`src/rtl/mem_access_unit_if.sv`:
```
// Request/response and data-memory signal bundle for mem_access_unit.
// slave is the unit's view; master is the pipeline plus memory side.
interface mem_access_unit_if #(
  parameter int unsigned ADDR_W = 32,
  parameter int unsigned DATA_W = 64
);
  logic              req_valid;
  logic              req_ready;
  logic              req_we;
  logic [1:0]        req_size;
  logic              req_signed;
  logic [ADDR_W-1:0] req_addr;
  logic [DATA_W-1:0] req_wdata;
  logic              rsp_valid;
  logic [DATA_W-1:0] rsp_rdata;
  logic              rsp_fault;
  logic [ADDR_W-1:0] rom_addr;
  logic [DATA_W-1:0] rom_wdata;
  logic              rom_rden;
  logic              rom_wren;
  logic [DATA_W-1:0] rom_rdata;

  modport slave (
    input  req_valid, req_we, req_size, req_signed, req_addr, req_wdata, rom_rdata,
    output req_ready, rsp_valid, rsp_rdata, rsp_fault,
    output rom_addr, rom_wdata, rom_rden, rom_wren
  );

  modport master (
    output req_valid, req_we, req_size, req_signed, req_addr, req_wdata, rom_rdata,
    input  req_ready, rsp_valid, rsp_rdata, rsp_fault,
    input  rom_addr, rom_wdata, rom_rden, rom_wren
  );
endinterface

```
`src/rtl/mem_access_unit.sv`:
```
// MEM-stage load/store sequencer over a 64-bit big-endian, 1-cycle-read data memory.
// Optional `MEM_ALIGN_CHECK_EN: misaligned accesses fault instead of being aligned down.
module mem_access_unit #(
  parameter int unsigned ADDR_W = 32,
  parameter int unsigned DATA_W = 64
) (
  input  logic           clk,
  input  logic           rst_n,
  mem_access_unit_if.slave bus
);

  typedef enum logic [2:0] {
    IDLE  = 3'd0,
    RD    = 3'd1,
    MERGE = 3'd2,
    WR    = 3'd3,
    CAP   = 3'd4
  } state_e;

  state_e            state_q;
  logic              req_ready_q;
  logic              rsp_valid_q;
  logic              rsp_fault_q;
  logic [DATA_W-1:0] rsp_rdata_q;
  logic [ADDR_W-1:0] rom_addr_q;
  logic [DATA_W-1:0] rom_wdata_q;
  logic              rom_rden_q;
  logic              rom_wren_q;

  logic              we_q;
  logic              signed_q;
  logic [1:0]        size_q;
  logic [2:0]        off_q;
  logic [DATA_W-1:0] wdata_q;

  // Request-side alignment decode
  logic [2:0] req_off_c;
  logic [2:0] align_mask_c;
  logic [2:0] off_eff_c;
  logic       misalign_c;

  assign req_off_c = bus.req_addr[2:0];

  always_comb begin
    case (bus.req_size)
      2'd0:    align_mask_c = 3'b000;
      2'd1:    align_mask_c = 3'b001;
      2'd2:    align_mask_c = 3'b011;
      default: align_mask_c = 3'b111;
    endcase
  end

`ifdef MEM_ALIGN_CHECK_EN
  assign misalign_c = |(req_off_c & align_mask_c);
  assign off_eff_c  = req_off_c;
`else
  assign misalign_c = 1'b0;
  assign off_eff_c  = req_off_c & ~align_mask_c;
`endif

  // Lane geometry of the latched op: field sits shamt_c bits above bit 0
  logic [3:0]        nbytes_c;
  logic [3:0]        end_lane_c;
  logic [2:0]        pad_c;
  logic [5:0]        shamt_c;
  logic [DATA_W-1:0] lowmask_c;
  logic [DATA_W-1:0] field_c;
  logic              sign_c;
  logic [DATA_W-1:0] load_d;
  logic [DATA_W-1:0] merge_d;

  always_comb begin
    nbytes_c   = 4'd1 << size_q;
    end_lane_c = {1'b0, off_q} + nbytes_c;
    pad_c      = 3'(4'd8 - end_lane_c);
    shamt_c    = {pad_c, 3'b000};
    case (size_q)
      2'd0:    lowmask_c = 64'h0000_0000_0000_00FF;
      2'd1:    lowmask_c = 64'h0000_0000_0000_FFFF;
      2'd2:    lowmask_c = 64'h0000_0000_FFFF_FFFF;
      default: lowmask_c = 64'hFFFF_FFFF_FFFF_FFFF;
    endcase
    field_c = (bus.rom_rdata >> shamt_c) & lowmask_c;
    case (size_q)
      2'd0:    sign_c = field_c[7];
      2'd1:    sign_c = field_c[15];
      2'd2:    sign_c = field_c[31];
      default: sign_c = 1'b0;
    endcase
    load_d  = (signed_q && sign_c) ? (field_c | ~lowmask_c) : field_c;
    merge_d = (bus.rom_rdata & ~(lowmask_c << shamt_c)) | ((wdata_q & lowmask_c) << shamt_c);
  end

  // Sequencer: one op in flight, every output registered
  always_ff @(posedge clk or negedge rst_n) begin
    if (!rst_n) begin
      state_q     <= IDLE;
      req_ready_q <= 1'b1;
      rsp_valid_q <= 1'b0;
      rsp_fault_q <= 1'b0;
      rsp_rdata_q <= '0;
      rom_addr_q  <= '0;
      rom_wdata_q <= '0;
      rom_rden_q  <= 1'b0;
      rom_wren_q  <= 1'b0;
      we_q        <= 1'b0;
      signed_q    <= 1'b0;
      size_q      <= 2'd0;
      off_q       <= 3'd0;
      wdata_q     <= '0;
    end else begin
      rsp_valid_q <= 1'b0;
      rsp_fault_q <= 1'b0;
      rom_rden_q  <= 1'b0;
      rom_wren_q  <= 1'b0;
      case (state_q)
        IDLE: begin
          if (bus.req_valid && req_ready_q) begin
            we_q     <= bus.req_we;
            signed_q <= bus.req_signed;
            size_q   <= bus.req_size;
            off_q    <= off_eff_c;
            wdata_q  <= bus.req_wdata;
            if (misalign_c) begin
              rsp_valid_q <= 1'b1;
              rsp_fault_q <= 1'b1;
              rsp_rdata_q <= '0;
            end else begin
              rom_addr_q  <= {bus.req_addr[ADDR_W-1:3], 3'b000};
              req_ready_q <= 1'b0;
              if (bus.req_we && (bus.req_size == 2'd3)) begin
                state_q     <= WR;
                rom_wren_q  <= 1'b1;
                rom_wdata_q <= bus.req_wdata;
              end else begin
                state_q    <= RD;
                rom_rden_q <= 1'b1;
              end
            end
          end
        end
        RD: state_q <= we_q ? MERGE : CAP;
        MERGE: begin
          rom_wdata_q <= merge_d;
          rom_wren_q  <= 1'b1;
          state_q     <= WR;
        end
        WR: begin
          rsp_valid_q <= 1'b1;
          rsp_rdata_q <= '0;
          req_ready_q <= 1'b1;
          state_q     <= IDLE;
        end
        CAP: begin
          rsp_valid_q <= 1'b1;
          rsp_rdata_q <= load_d;
          req_ready_q <= 1'b1;
          state_q     <= IDLE;
        end
        default: begin
          req_ready_q <= 1'b1;
          state_q     <= IDLE;
        end
      endcase
    end
  end

  assign bus.req_ready = req_ready_q;
  assign bus.rsp_valid = rsp_valid_q;
  assign bus.rsp_fault = rsp_fault_q;
  assign bus.rsp_rdata = rsp_rdata_q;
  assign bus.rom_addr  = rom_addr_q;
  assign bus.rom_wdata = rom_wdata_q;
  assign bus.rom_rden  = rom_rden_q;
  assign bus.rom_wren  = rom_wren_q;

endmodule

```
`src/flat_wrapper.sv`:
```
// flat-port wrapper written by rule: the top's interface ports become plain ports
module mem_access_unit_flat 
#(
  parameter int unsigned ADDR_W = 32,
  parameter int unsigned DATA_W = 64
)
  (clk, rst_n, bus_req_valid, bus_req_we, bus_req_size, bus_req_signed, bus_req_addr, bus_req_wdata, bus_rom_rdata, bus_req_ready, bus_rsp_valid, bus_rsp_rdata, bus_rsp_fault, bus_rom_addr, bus_rom_wdata, bus_rom_rden, bus_rom_wren);
  mem_access_unit_if #(.ADDR_W(ADDR_W), .DATA_W(DATA_W)) bus_i ();
  input  logic clk;
  input  logic rst_n;
  input wire logic [$bits(bus_i.req_valid)-1:0] bus_req_valid;
  input wire logic [$bits(bus_i.req_we)-1:0] bus_req_we;
  input wire logic [$bits(bus_i.req_size)-1:0] bus_req_size;
  input wire logic [$bits(bus_i.req_signed)-1:0] bus_req_signed;
  input wire logic [$bits(bus_i.req_addr)-1:0] bus_req_addr;
  input wire logic [$bits(bus_i.req_wdata)-1:0] bus_req_wdata;
  input wire logic [$bits(bus_i.rom_rdata)-1:0] bus_rom_rdata;
  output wire logic [$bits(bus_i.req_ready)-1:0] bus_req_ready;
  output wire logic [$bits(bus_i.rsp_valid)-1:0] bus_rsp_valid;
  output wire logic [$bits(bus_i.rsp_rdata)-1:0] bus_rsp_rdata;
  output wire logic [$bits(bus_i.rsp_fault)-1:0] bus_rsp_fault;
  output wire logic [$bits(bus_i.rom_addr)-1:0] bus_rom_addr;
  output wire logic [$bits(bus_i.rom_wdata)-1:0] bus_rom_wdata;
  output wire logic [$bits(bus_i.rom_rden)-1:0] bus_rom_rden;
  output wire logic [$bits(bus_i.rom_wren)-1:0] bus_rom_wren;
  assign bus_i.req_valid = bus_req_valid;
  assign bus_i.req_we = bus_req_we;
  assign bus_i.req_size = bus_req_size;
  assign bus_i.req_signed = bus_req_signed;
  assign bus_i.req_addr = bus_req_addr;
  assign bus_i.req_wdata = bus_req_wdata;
  assign bus_i.rom_rdata = bus_rom_rdata;
  assign bus_req_ready = bus_i.req_ready;
  assign bus_rsp_valid = bus_i.rsp_valid;
  assign bus_rsp_rdata = bus_i.rsp_rdata;
  assign bus_rsp_fault = bus_i.rsp_fault;
  assign bus_rom_addr = bus_i.rom_addr;
  assign bus_rom_wdata = bus_i.rom_wdata;
  assign bus_rom_rden = bus_i.rom_rden;
  assign bus_rom_wren = bus_i.rom_wren;
  mem_access_unit #(.ADDR_W(ADDR_W), .DATA_W(DATA_W)) u_core (.clk(clk), .rst_n(rst_n), .bus(bus_i));
endmodule
```
`config.mk`:
```
export PLATFORM = sky130hd
export DESIGN_NAME = mem_access_unit_flat
export DESIGN_NICKNAME = d
export VERILOG_FILES = /design/src/rtl/mem_access_unit_if.sv /design/src/rtl/mem_access_unit.sv /design/src/flat_wrapper.sv
export SDC_FILE = /design/constraint.sdc
export NUM_CORES = 1
export LEC_CHECK = 0
export ABC_AREA = 1
export CAP_MARGIN = 20
export CORE_MARGIN = 5
export CORE_UTILIZATION = 55
export CTS_CLUSTER_SIZE = 30
export DETAILED_ROUTE_END_ITERATION = 10
export PLACE_DENSITY_LB_ADDON = 0.05
export SLEW_MARGIN = 5
export SYNTH_ARGS = -nofsm -noshare
export SYNTH_HDL_FRONTEND = slang
export SYNTH_SLANG_ARGS = --single-unit
```
`constraint.sdc`:
```
create_clock -name clk -period 5.8 [get_ports clk]
set_input_delay 1.16 -clock clk [delete_from_list [all_inputs] [get_ports clk]]
set_output_delay 1.16 -clock clk [all_outputs]
set_load 0.1 [all_outputs]
```
==> metrics.txt, run 1 <==
# TYPE chip_impl_metric gauge
chip_impl_metric{name="crit_fanout",unit=""} 60
chip_impl_metric{name="post-cts-setup-buffer-count",unit=""} 0
chip_impl_metric{name="number_of_port_buffers",unit=""} 327
chip_impl_metric{name="fill_cells",unit=""} 1912
chip_impl_metric{name="seqCellArea",unit="mm2"} 0.00588
chip_impl_metric{name="firstDrtPassIters",unit=""} 8
chip_impl_metric{name="ctsHtreeMaxLevel",unit=""} 1
chip_impl_info{name="worstHoldPathType",value="flop to flop"} 1
chip_impl_metric{name="clk_path_buf_depth",unit=""} 3
chip_impl_metric{name="cts_resized",unit=""} 0
chip_impl_metric{name="syn_avg_cell_area",unit="um2"} 6.77
chip_impl_metric{name="final_max_slew_viol_count",unit=""} 0
chip_impl_metric{name="floorplan.die_area",unit="mm2"} 0.0290
chip_impl_metric{name="multiInputGateArea",unit="mm2"} 0.00690
chip_impl_metric{name="share_of_post_route_cells_with_drive_strength_above_1",unit=""} 0.0519
chip_impl_metric{name="seq_area_frac_synth",unit=""} 0.416
chip_impl_info{name="tritoncts_clock_tree",value="built"} 1
chip_impl_info{name="synth_area_leader_cell",value="sky130_fd_sc_hd__dfrtp_1"} 1
chip_impl_metric{name="setup-violations-final",unit=""} 0
chip_impl_metric{name="floorplan.die.width",unit="um"} 170
chip_impl_metric{name="placeableCoreArea",unit="mm2"} 0.0253
chip_impl_info{name="clockRootBuffer",value="sky130_fd_sc_hd__clkbuf_16"} 1
chip_impl_metric{name="dp_hpwl",unit="um"} 45200
chip_impl_metric{name="first_global_vias",unit=""} 15900
chip_impl_metric{name="post-synth-top-area-fraction",unit=""} 0.414
chip_impl_metric{name="place_ws",unit="ns"} 2.16
chip_impl_metric{name="timing.max_cap.violations",unit=""} 0
chip_impl_info{name="synth-main-ff-cell",value="sky130_fd_sc_hd__dfrtp_1"} 1
chip_impl_metric{name="synthArstFlopShare",unit=""} 1.00
chip_impl_metric{name="worst_skew_pair.late_latency",unit="ns"} 0.53
chip_impl_metric{name="fin_area",unit="mm2"} 0.0182
chip_impl_metric{name="synthToLayoutAreaGrowth",unit="%"} 28.9
chip_impl_metric{name="netlist-cell-type-count",unit=""} 41
chip_impl_metric{name="grt_first_pass_wirelength",unit="um"} 93900
chip_impl_metric{name="dpl_cell_area",unit="mm2"} 0.0174
chip_impl_metric{name="die-height",unit="um"} 170
chip_impl_metric{name="synth_seq_cells",unit=""} 235
chip_impl_metric{name="fin_crit",unit="ns"} 3.61
chip_impl_metric{name="syn_area",unit="mm2"} 0.0141
chip_impl_metric{name="cts_buffers",unit=""} 25
chip_impl_metric{name="routed_wire_length_per_instance",unit="um"} 23.4
chip_impl_metric{name="drt.antenna.violating_nets",unit=""} 0
chip_impl_metric{name="timing.slew.headroom",unit=""} 0.305
chip_impl_metric{name="setup_ws",unit="ns"} 2.19
chip_impl_metric{name="fin_setup_tns",unit="ns"} 0
chip_impl_info{name="type_of_element_capturing_the_critical_path",value="flop"} 1
chip_impl_metric{name="syn_inst",unit=""} 2088
chip_impl_metric{name="max_freq",unit="MHz"} 277
chip_impl_info{name="critPathLaunchType",value="flop"} 1
chip_impl_info{name="netlist_top_cells_area",value="sky130_fd_sc_hd__dfrtp_1, sky130_fd_sc_hd__nand2_1, sky130_fd_sc_hd__o21ai_0"} 1
chip_impl_metric{name="timing.final.hold_violations",unit=""} 0
chip_impl_metric{name="ctsHoldBuffers",unit=""} 0
chip_impl_metric{name="drcViolationCount",unit=""} 0
chip_impl_metric{name="insertedDiodeCount",unit=""} 0
chip_impl_info{name="netlist_top_cells_count",value="sky130_fd_sc_hd__nand2_1, sky130_fd_sc_hd__dfrtp_1, sky130_fd_sc_hd__o21ai_0"} 1
chip_impl_metric{name="pin_count_of_the_biggest_net_entering_global_routing",unit=""} 123
chip_impl_metric{name="skew",unit="ns"} 0.0174
chip_impl_metric{name="timing.final.crit_share",unit=""} 0.623
chip_impl_metric{name="post-route-util",unit=""} 0.721
chip_impl_metric{name="detailroute.via_count",unit=""} 16400
chip_impl_metric{name="yosys_warnings",unit=""} 0
chip_impl_metric{name="totalWireLength",unit="um"} 62600
chip_impl_metric{name="io-pin-count",unit=""} 332
chip_impl_metric{name="gp_congestion",unit=""} 1.06
chip_impl_metric{name="avgViaCountPerCell",unit=""} 6.12
chip_impl_metric{name="start_util",unit=""} 0.560
chip_impl_metric{name="layout.nets",unit=""} 2506
chip_impl_metric{name="timing_worst_slew_pin_value",unit="ns"} 1.04
chip_impl_metric{name="antenna_found_initial",unit=""} 0
chip_impl_metric{name="critPathRequiredTime",unit="ns"} 6.19
chip_impl_metric{name="path_clk_slew",unit="ns"} 0.06
chip_impl_info{name="synth.most_common_cell",value="sky130_fd_sc_hd__nand2_1"} 1
chip_impl_metric{name="grt_overflow",unit=""} 0
chip_impl_info{name="crit_type",value="flop to flop"} 1
chip_impl_info{name="rsz0062_at_grt",value="no"} 1
chip_impl_metric{name="fp-row-count",unit=""} 58
chip_impl_metric{name="worst-endpoint-arrival",unit="ns"} 4.00
chip_impl_info{name="outcome",value="completed"} 1
chip_impl_metric{name="drt_iter0_markers",unit=""} 2579
chip_impl_metric{name="clock_sinks",unit=""} 235
chip_impl_metric{name="synth-edff-count",unit=""} 0
chip_impl_metric{name="groute.usage.overall",unit=""} 0.418
-- registers in the layout, indices dropped and copies added, names as in the netlist --
name,flops
u_core.bus.req_ready,1
u_core.bus.rom_wren,1
u_core.bus.rom_wdata,64
u_core.wdata_q,64
u_core.bus.rom_rden,1
u_core.signed_q,1
u_core.bus.rsp_rdata,64
u_core.we_q,1
u_core.bus.rom_addr,29
u_core.off_q,3
u_core.state_q,3
u_core.bus.rsp_valid,1
u_core.size_q,2
-- final cells by class --
cell class	instances	share of cell area
timing repair buffer	362	0.196
clock buffer	35	0.0391
sequential	235	0.323
tap	330	0.0227
multi-input combinational	1545	0.379
clock inverter	6	0.00604
inverter	166	0.0342
-- layout by cell type, fill, tap and decap left out, types with 6 or more instances in the layout --
master	instances
sky130_fd_sc_hd__nand2_1	799
sky130_fd_sc_hd__clkdlybuf4s50_1	326
sky130_fd_sc_hd__dfrtp_1	234
sky130_fd_sc_hd__o21ai_0	220
sky130_fd_sc_hd__inv_1	154
sky130_fd_sc_hd__nand3_1	152
sky130_fd_sc_hd__a21oi_1	127
sky130_fd_sc_hd__nor2_1	110
sky130_fd_sc_hd__buf_4	32
sky130_fd_sc_hd__o22ai_1	29
sky130_fd_sc_hd__clkbuf_16	25
sky130_fd_sc_hd__o21ai_1	17
sky130_fd_sc_hd__o211ai_1	17
sky130_fd_sc_hd__or2_2	12
sky130_fd_sc_hd__inv_2	11
sky130_fd_sc_hd__o31ai_1	6
-- path summary, 6_finish.rpt --
check | startpoint | end | slack [ns] | cells after the start
worst min-delay path | u_core.bus.rom_addr[12] | u_core.bus.rom_addr[12] | 0.48 | 2
worst max-delay path | u_core.size_q[1] | u_core.bus.rom_wdata[16] | 2.19 | 12
min in group asynchronous | rst_n | u_core.wdata_q[23] | 0.65 | 1
max in group asynchronous | rst_n | u_core.signed_q | 3.92 | 2
worst max register to register | u_core.size_q[1] | u_core.bus.rom_wdata[16] | 2.19 | 12
worst min register to register | u_core.bus.rom_addr[12] | u_core.bus.rom_addr[12] | 0.48 | 2
-- cells by family after synthesis --
logic type               Yosys count  share of synthesized area
AND/OR/NAND/NOR                 1103                      0.317
AO/OA/AOI/OAI                    434                      0.165
buffers and inverters            311                     0.0984
flip-flops                       235                      0.416
adder cells (fa/ha/maj)            4                    0.00354
other                              1                   0.000265
-- routing by layer --
metal	wire [um]	GRT usage	share of wire
met5	0	0	0
met4	2890	0.157	0.046
met3	7960	0.108	0.13
met2	28400	0.666	0.45
met1	23300	0.554	0.37
-- per-stage QoR --
| stage | cells | hold WS, ns |
|---|---|---|
| floorplan | 2091 | 0.426 |
| global placement | 2637 | 0.453 |
| detailed placement | 2637 | 0.461 |
| CTS | 2678 | 0.476 |
| global route | 2679 | 0.503 |
| finish | 2679 | 0.476 |
-- critical path: stages, from the launching register on --
cell and delay (ns):
sky130_fd_sc_hd__dfrtp_1 0.53, sky130_fd_sc_hd__inv_1 0.15, sky130_fd_sc_hd__nand2_1 0.12, sky130_fd_sc_hd__ha_4 0.53, sky130_fd_sc_hd__buf_4 0.43, sky130_fd_sc_hd__buf_4 0.53, sky130_fd_sc_hd__o21ai_0 0.22, sky130_fd_sc_hd__nand2_1 0.08
sky130_fd_sc_hd__o21ai_0 0.15, sky130_fd_sc_hd__nand2_1 0.10, sky130_fd_sc_hd__o21ai_0 0.08, sky130_fd_sc_hd__o21ai_0 0.39, sky130_fd_sc_hd__nand2_1 0.13
Power of run 1 is left out: the tool's default activity adds up to more than one toggle a clock period on the data nets, which glitch-free logic cannot reach.
==> inputs of run 2 (changes only) <==
Settings changed: CORE_UTILIZATION 55 to 46.
Clock period 5.8 ns to 2.9 ns, I/O delays scaled along.
==> metrics.txt, run 2 (same netlist as run 1, synthesis figures left out) <==
# TYPE chip_impl_metric gauge
chip_impl_metric{name="first_global_vias",unit=""} 14800
chip_impl_metric{name="drcViolationCount",unit=""} 0
chip_impl_info{name="most-common-layout-cells",value="sky130_fd_sc_hd__nand2_1, sky130_fd_sc_hd__dfrtp_1, sky130_fd_sc_hd__buf_4"} 1
chip_impl_info{name="tritoncts_clock_tree",value="built"} 1
chip_impl_metric{name="cts_buffers",unit=""} 25
chip_impl_info{name="r2r-start",value="u_core.size_q[0]"} 1
chip_impl_metric{name="clock_sinks",unit=""} 235
chip_impl_metric{name="drt.antenna.violating_nets",unit=""} 0
chip_impl_metric{name="place_ws",unit="ns"} -0.143
chip_impl_metric{name="fill_cells",unit=""} 2819
chip_impl_info{name="clockRootBuffer",value="sky130_fd_sc_hd__clkbuf_16"} 1
chip_impl_metric{name="timing_worst_slew_pin_value",unit="ns"} 1.04
chip_impl_metric{name="placeableCoreArea",unit="mm2"} 0.0304
chip_impl_metric{name="grt_overflow",unit=""} 0
chip_impl_metric{name="skew",unit="ns"} 0.0266
chip_impl_metric{name="hold-worst-slack",unit="ns"} 0.462
chip_impl_info{name="critPathLaunchType",value="flop"} 1
chip_impl_info{name="crit_type",value="flop to flop"} 1
chip_impl_metric{name="whs_path_depth",unit=""} 1
chip_impl_metric{name="firstDrtPassIters",unit=""} 7
chip_impl_metric{name="pin_count_of_the_biggest_net_entering_global_routing",unit=""} 104
chip_impl_metric{name="worst_skew_pair.late_latency",unit="ns"} 0.56
chip_impl_metric{name="gp_congestion",unit=""} 0.998
chip_impl_metric{name="critPathRequiredTime",unit="ns"} 3.38
chip_impl_metric{name="start_util",unit=""} 0.465
chip_impl_metric{name="timing.final.hold_violations",unit=""} 0
chip_impl_metric{name="avgViaCountPerCell",unit=""} 5.64
chip_impl_metric{name="detailroute.via_count",unit=""} 15800
chip_impl_metric{name="synthToLayoutAreaGrowth",unit="%"} 30.1
chip_impl_metric{name="setup-violations-final",unit=""} 0
chip_impl_metric{name="post-cts-setup-buffer-count",unit=""} 0
chip_impl_info{name="min-delay-start",value="u_core.we_q"} 1
chip_impl_metric{name="fin_crit",unit="ns"} 2.82
chip_impl_metric{name="dp_hpwl",unit="um"} 47300
chip_impl_metric{name="timing.max_cap.violations",unit=""} 0
chip_impl_metric{name="final_max_slew_viol_count",unit=""} 0
chip_impl_metric{name="setup_ws",unit="ns"} 0.0846
chip_impl_metric{name="io-pin-count",unit=""} 332
chip_impl_metric{name="dpl_cell_area",unit="mm2"} 0.0175
chip_impl_metric{name="worst-endpoint-arrival",unit="ns"} 3.29
chip_impl_info{name="outcome",value="completed"} 1
chip_impl_metric{name="multiInputGateArea",unit="mm2"} 0.00693
chip_impl_info{name="worst_r2r_endpoint",value="u_core.bus.rom_wdata[22]"} 1
chip_impl_metric{name="grt_first_pass_wirelength",unit="um"} 91400
chip_impl_info{name="hold_path_end",value="u_core.state_q[2]"} 1
chip_impl_metric{name="max_freq",unit="MHz"} 355
chip_impl_metric{name="ctsHtreeMaxLevel",unit=""} 1
chip_impl_metric{name="floorplan.die.width",unit="um"} 185
chip_impl_metric{name="groute.usage.overall",unit=""} 0.350
chip_impl_metric{name="fin_area",unit="mm2"} 0.0184
chip_impl_metric{name="crit_fanout",unit=""} 23
chip_impl_metric{name="timing.final.crit_share",unit=""} 0.971
chip_impl_metric{name="number_of_port_buffers",unit=""} 327
chip_impl_info{name="type_of_element_capturing_the_critical_path",value="flop"} 1
chip_impl_metric{name="finalNonFillerCells",unit=""} 2797
chip_impl_metric{name="drt_iter0_markers",unit=""} 1620
chip_impl_metric{name="clk_path_buf_depth",unit=""} 3
chip_impl_metric{name="share_of_post_route_cells_with_drive_strength_above_1",unit=""} 0.140
chip_impl_metric{name="reg2reg_slack",unit="ns"} 0.08
chip_impl_metric{name="path_clk_slew",unit="ns"} 0.06
chip_impl_metric{name="insertedDiodeCount",unit=""} 0
chip_impl_info{name="worstHoldPathType",value="flop to flop"} 1
chip_impl_metric{name="floorplan.die_area",unit="mm2"} 0.0343
chip_impl_info{name="layout_commonest_cell",value="sky130_fd_sc_hd__nand2_1"} 1
chip_impl_metric{name="layout.nets",unit=""} 2556
chip_impl_metric{name="fp-row-count",unit=""} 64
chip_impl_metric{name="timing.slew.headroom",unit=""} 0.307
chip_impl_metric{name="antenna_found_initial",unit=""} 0
chip_impl_info{name="rsz0062_at_grt",value="yes"} 1
chip_impl_metric{name="routed_wire_length_per_instance",unit="um"} 22.3
chip_impl_metric{name="die-height",unit="um"} 185
chip_impl_metric{name="worst_reg2reg_path_length_in_cells",unit=""} 13
chip_impl_metric{name="seqCellArea",unit="mm2"} 0.00588
chip_impl_metric{name="placedCellCount",unit=""} 2752
chip_impl_metric{name="totalWireLength",unit="um"} 62400
[run 2: cell types whose count changed in the layout (fill, tap and decap cells not counted), sizes merged]
| cell | before | now |
|---|---|---|
| clkinvlp | 2 | 1 |
| dlygate4sd3 | 0 | 1 |
| bufinv | 3 | 2 |
| clkbuf | 35 | 36 |
| clkinv | 2 | 6 |
| clkdlybuf4s50 | 326 | 165 |
| buf | 36 | 245 |
[run 2: worst max path at each step]
stage                      from                       end  slack, ns
6_report       u_core.size_q[0]  u_core.bus.rom_wdata[22]       0.08
3_5_place_dp    bus_req_size[0]  u_core.bus.rom_wdata[54]      -0.14
3_3_place_gp    bus_req_size[0]  u_core.bus.rom_wdata[54]      -0.17
5_1_grt        u_core.size_q[0]  u_core.bus.rsp_rdata[36]      -0.04
4_1_cts        u_core.size_q[0]  u_core.bus.rom_wdata[22]       0.02
2_1_floorplan  u_core.size_q[0]  u_core.bus.rsp_rdata[40]       0.40
[run 2: area by class of cell]
| type | count | area share |
|---|---|---|
| sequential | 235 | 0.320 |
| inverter | 166 | 0.0343 |
| clock buffer | 35 | 0.0382 |
| timing repair buffer | 412 | 0.199 |
| tap | 396 | 0.0269 |
| multi-input combinational | 1545 | 0.376 |
| clock inverter | 8 | 0.00524 |
[run 2: what timing repair did]
item	4_1_cts	5_1_grt
resized for setup	0	20
endpoints found under the hold margin	32	0
setup endpoints to repair	0	64
hold buffers	1	0
[run 2: per-layer routing]
metal	share of wire	global-route usage	vias up
li1	-	-	7285
met1	0.41	0.490	7524
met2	0.46	0.554	853
met3	0.10	0.0723	109
met4	0.031	0.0963	0
met5	0	0	-
[run 2: worst max-delay path, cell delays in order, from the launching register on]
cell and delay, ns:
sky130_fd_sc_hd__dfrtp_1 0.39, sky130_fd_sc_hd__inv_2 0.10, sky130_fd_sc_hd__nor2_1 0.07, sky130_fd_sc_hd__ha_1 0.27
sky130_fd_sc_hd__inv_1 0.05, sky130_fd_sc_hd__ha_2 0.39, sky130_fd_sc_hd__buf_6 0.25, sky130_fd_sc_hd__nand2_1 0.14
sky130_fd_sc_hd__buf_4 0.21, sky130_fd_sc_hd__o22ai_1 0.34, sky130_fd_sc_hd__nand2_1 0.09, sky130_fd_sc_hd__o21ai_0 0.23
sky130_fd_sc_hd__o21ai_0 0.14, sky130_fd_sc_hd__nand2_1 0.07
[run 2: through the flow]
step / TNS [ns] / util
finish: 0 / 0.605
global route: -0.265 / 0.605
CTS: 0 / 0.602
detailed placement: -0.834 / 0.575
global placement: -0.928 / 0.575
floorplan: 0 / -
Power of run 2 is left out for the same reason.
==> inputs of run 3 (changes only) <==
==> constraint.sdc (replaced) <==
create_clock -name clk -period 2.9 [get_ports clk]
set_input_delay 0.58 -clock clk [delete_from_list [all_inputs] [get_ports clk]]
set_output_delay 0.58 -clock clk [all_outputs]
set_load 0.02 [all_outputs]
==> metrics.txt, run 3 (same netlist as run 1, synthesis figures left out) <==
# TYPE chip_impl_metric gauge
chip_impl_metric{name="met3_length",unit="um"} 6470
chip_impl_metric{name="final_max_slew_viol_count",unit=""} 0
chip_impl_metric{name="firstDrtPassIters",unit=""} 7
chip_impl_metric{name="share_of_post_route_cells_with_drive_strength_above_1",unit=""} 0.0683
chip_impl_info{name="outcome",value="complete, but fails checks"} 1
chip_impl_metric{name="worst-endpoint-arrival",unit="ns"} 3.20
chip_impl_metric{name="detailroute.via_count",unit=""} 15800
chip_impl_metric{name="critPathRequiredTime",unit="ns"} 3.31
chip_impl_metric{name="routed_wire_length_per_instance",unit="um"} 22.5
chip_impl_info{name="r2r-start",value="u_core.size_q[0]"} 1
chip_impl_info{name="cp_cell_sequence",value="inv_2 > nor2_2 > ha_1 > inv_1 > ha_4 > inv_1 > nand3_1 > nand2_1 > nand2_2 > nand2_4 > buf_12 > and2_1 > buf_12 > o21ai_0 > o21ai_0 > nand2_1"} 1
chip_impl_metric{name="groute.usage.overall",unit=""} 0.355
chip_impl_metric{name="hold-worst-slack",unit="ns"} -0.00831
chip_impl_metric{name="totalWireLength",unit="um"} 62500
chip_impl_metric{name="cts_buffers",unit=""} 25
chip_impl_info{name="critical_path.slowest_cell",value="sky130_fd_sc_hd__dfrtp_1"} 1
chip_impl_metric{name="grt_first_pass_wirelength",unit="um"} 93400
chip_impl_metric{name="multiInputGateArea",unit="mm2"} 0.00695
chip_impl_metric{name="path_clk_slew",unit="ns"} 0.06
chip_impl_metric{name="cp.buffers_inverters",unit=""} 5
chip_impl_metric{name="skew",unit="ns"} 0.0146
chip_impl_metric{name="worst_path_largest_cell_delay",unit="ns"} 0.40
chip_impl_metric{name="fill_cells",unit=""} 2833
chip_impl_metric{name="antenna_found_initial",unit=""} 0
chip_impl_metric{name="die-height",unit="um"} 185
chip_impl_metric{name="timing.slew.headroom",unit=""} 0.331
chip_impl_metric{name="route.met2.wl",unit="um"} 27600
chip_impl_info{name="crit_type",value="flop to flop"} 1
chip_impl_metric{name="first_global_vias",unit=""} 15400
chip_impl_metric{name="timing.final.crit_share",unit=""} 0.962
chip_impl_metric{name="fin_area",unit="mm2"} 0.0188
chip_impl_info{name="worst_path_dominant_cell_family",value="simple AND/OR/NAND/NOR gates"} 1
chip_impl_metric{name="clock_sinks",unit=""} 235
chip_impl_info{name="worstHoldPathType",value="input port to async pin"} 1
chip_impl_metric{name="drcViolationCount",unit=""} 0
chip_impl_metric{name="floorplan.die.width",unit="um"} 185
chip_impl_metric{name="fp-row-count",unit=""} 64
chip_impl_info{name="highest-signal-layer",value="met4"} 1
chip_impl_metric{name="clk_path_buf_depth",unit=""} 3
chip_impl_metric{name="seqCellArea",unit="mm2"} 0.00588
chip_impl_metric{name="start_util",unit=""} 0.465
chip_impl_metric{name="timing.max_cap.violations",unit=""} 0
chip_impl_metric{name="dp_hpwl",unit="um"} 47100
chip_impl_metric{name="synthToLayoutAreaGrowth",unit="%"} 33.0
chip_impl_info{name="most-common-layout-cells",value="sky130_fd_sc_hd__nand2_1, sky130_fd_sc_hd__clkdlybuf4s50_1, sky130_fd_sc_hd__dfrtp_1"} 1
chip_impl_metric{name="fin_crit",unit="ns"} 2.79
chip_impl_metric{name="worst_skew_pair.late_latency",unit="ns"} 0.54
chip_impl_info{name="layout_commonest_cell",value="sky130_fd_sc_hd__nand2_1"} 1
chip_impl_metric{name="placeableCoreArea",unit="mm2"} 0.0304
chip_impl_metric{name="pin_count_of_the_biggest_net_entering_global_routing",unit=""} 104
chip_impl_metric{name="insertedDiodeCount",unit=""} 0
chip_impl_metric{name="setup-violations-final",unit=""} 0
chip_impl_info{name="failed_checks",value="hold timing"} 1
chip_impl_metric{name="dpl_cell_area",unit="mm2"} 0.0179
chip_impl_metric{name="fin_setup_tns",unit="ns"} 0
chip_impl_info{name="tritoncts_clock_tree",value="built"} 1
chip_impl_metric{name="number_of_port_buffers",unit=""} 327
chip_impl_metric{name="reg2reg_slack",unit="ns"} 0.11
chip_impl_metric{name="max_freq",unit="MHz"} 359
chip_impl_metric{name="layout.nets",unit=""} 2542
chip_impl_metric{name="grt_overflow",unit=""} 0
chip_impl_metric{name="detail_route.wirelength.met1",unit="um"} 25500
chip_impl_metric{name="io-pin-count",unit=""} 332
chip_impl_metric{name="drt.antenna.violating_nets",unit=""} 0
chip_impl_metric{name="floorplan.die_area",unit="mm2"} 0.0343
chip_impl_metric{name="ctsHtreeMaxLevel",unit=""} 1
chip_impl_info{name="worst_r2r_endpoint",value="u_core.bus.rom_wdata[16]"} 1
chip_impl_metric{name="avgViaCountPerCell",unit=""} 5.67
chip_impl_metric{name="crit_fanout",unit=""} 42
chip_impl_metric{name="timing_worst_slew_pin_value",unit="ns"} 1.00
chip_impl_metric{name="drt_iter0_markers",unit=""} 2090
chip_impl_info{name="type_of_element_capturing_the_critical_path",value="flop"} 1
chip_impl_metric{name="gp_congestion",unit=""} 1.05
chip_impl_info{name="clockRootBuffer",value="sky130_fd_sc_hd__clkbuf_16"} 1
chip_impl_info{name="critPathLaunchType",value="flop"} 1
chip_impl_metric{name="ctsHoldBuffers",unit=""} 0
chip_impl_metric{name="timing.final.hold_violations",unit=""} 4
chip_impl_metric{name="worst_reg2reg_path_length_in_cells",unit=""} 16
-- run 3: worst register-to-register path: stages, from the launching register on --
cell	delay, ns
sky130_fd_sc_hd__dfrtp_1	0.40
sky130_fd_sc_hd__inv_2	0.12
sky130_fd_sc_hd__nor2_2	0.06
sky130_fd_sc_hd__ha_1	0.28
sky130_fd_sc_hd__inv_1	0.06
sky130_fd_sc_hd__ha_4	0.15
sky130_fd_sc_hd__inv_1	0.05
sky130_fd_sc_hd__nand3_1	0.11
sky130_fd_sc_hd__nand2_1	0.11
sky130_fd_sc_hd__nand2_2	0.10
sky130_fd_sc_hd__nand2_4	0.12
sky130_fd_sc_hd__buf_12	0.23
sky130_fd_sc_hd__and2_1	0.25
sky130_fd_sc_hd__buf_12	0.13
sky130_fd_sc_hd__o21ai_0	0.10
sky130_fd_sc_hd__o21ai_0	0.31
sky130_fd_sc_hd__nand2_1	0.09
-- run 3: repair_timing --
item	in CTS	in global routing
endpoints found under the setup margin	3	88
gates cloned	0	1
setup buffers	0	1
resized for setup	3	17
endpoints found under the hold margin	0	0
pin swaps	0	3
-- run 3: layer usage --
layer | vias up | track usage
met5 | - | 0
met4 | 0 | 0.137
met3 | 151 | 0.0666
met2 | 945 | 0.541
met1 | 7432 | 0.503
li1 | 7252 | -
-- run 3: per-stage QoR --
step                utilization  setup WS [ns]  cells  hold WS (ns)
finish                    0.618          0.111   2782      -0.00831
global route              0.618        -0.0394   2782        0.0326
CTS                       0.615         0.0120   2780        0.0339
detailed placement        0.587        -0.0465   2738         0.457
global placement          0.587        0.00776   2738         0.451
floorplan                     -          0.404   2091         0.284
-- run 3: cell type report --
| type | instances | share of cell area |
|---|---|---|
| Tap cell | 396 | 0.0263 |
| Timing Repair Buffer | 397 | 0.213 |
| Clock buffer | 34 | 0.0383 |
| Inverter | 166 | 0.0336 |
| Sequential cell | 235 | 0.313 |
| Clock inverter | 8 | 0.00659 |
| Multi-Input combinational cell | 1546 | 0.370 |
-- run 3: worst max path at each step --
stage,start,endpoint,slack [ns],depth (start not counted)
after floorplan,u_core.size_q[0],u_core.bus.rsp_rdata[40],0.40,18
after global placement,u_core.size_q[0],u_core.bus.rom_wdata[16],0.008,13
after detailed placement,bus_req_size[0],u_core.bus.rom_wdata[54],-0.05,9
after CTS,u_core.size_q[0],u_core.bus.rom_wdata[30],0.01,16
after global routing,u_core.size_q[0],u_core.bus.rsp_rdata[16],-0.04,18
final,u_core.size_q[0],u_core.bus.rom_wdata[16],0.11,16
Power of run 3 is left out for the same reason.
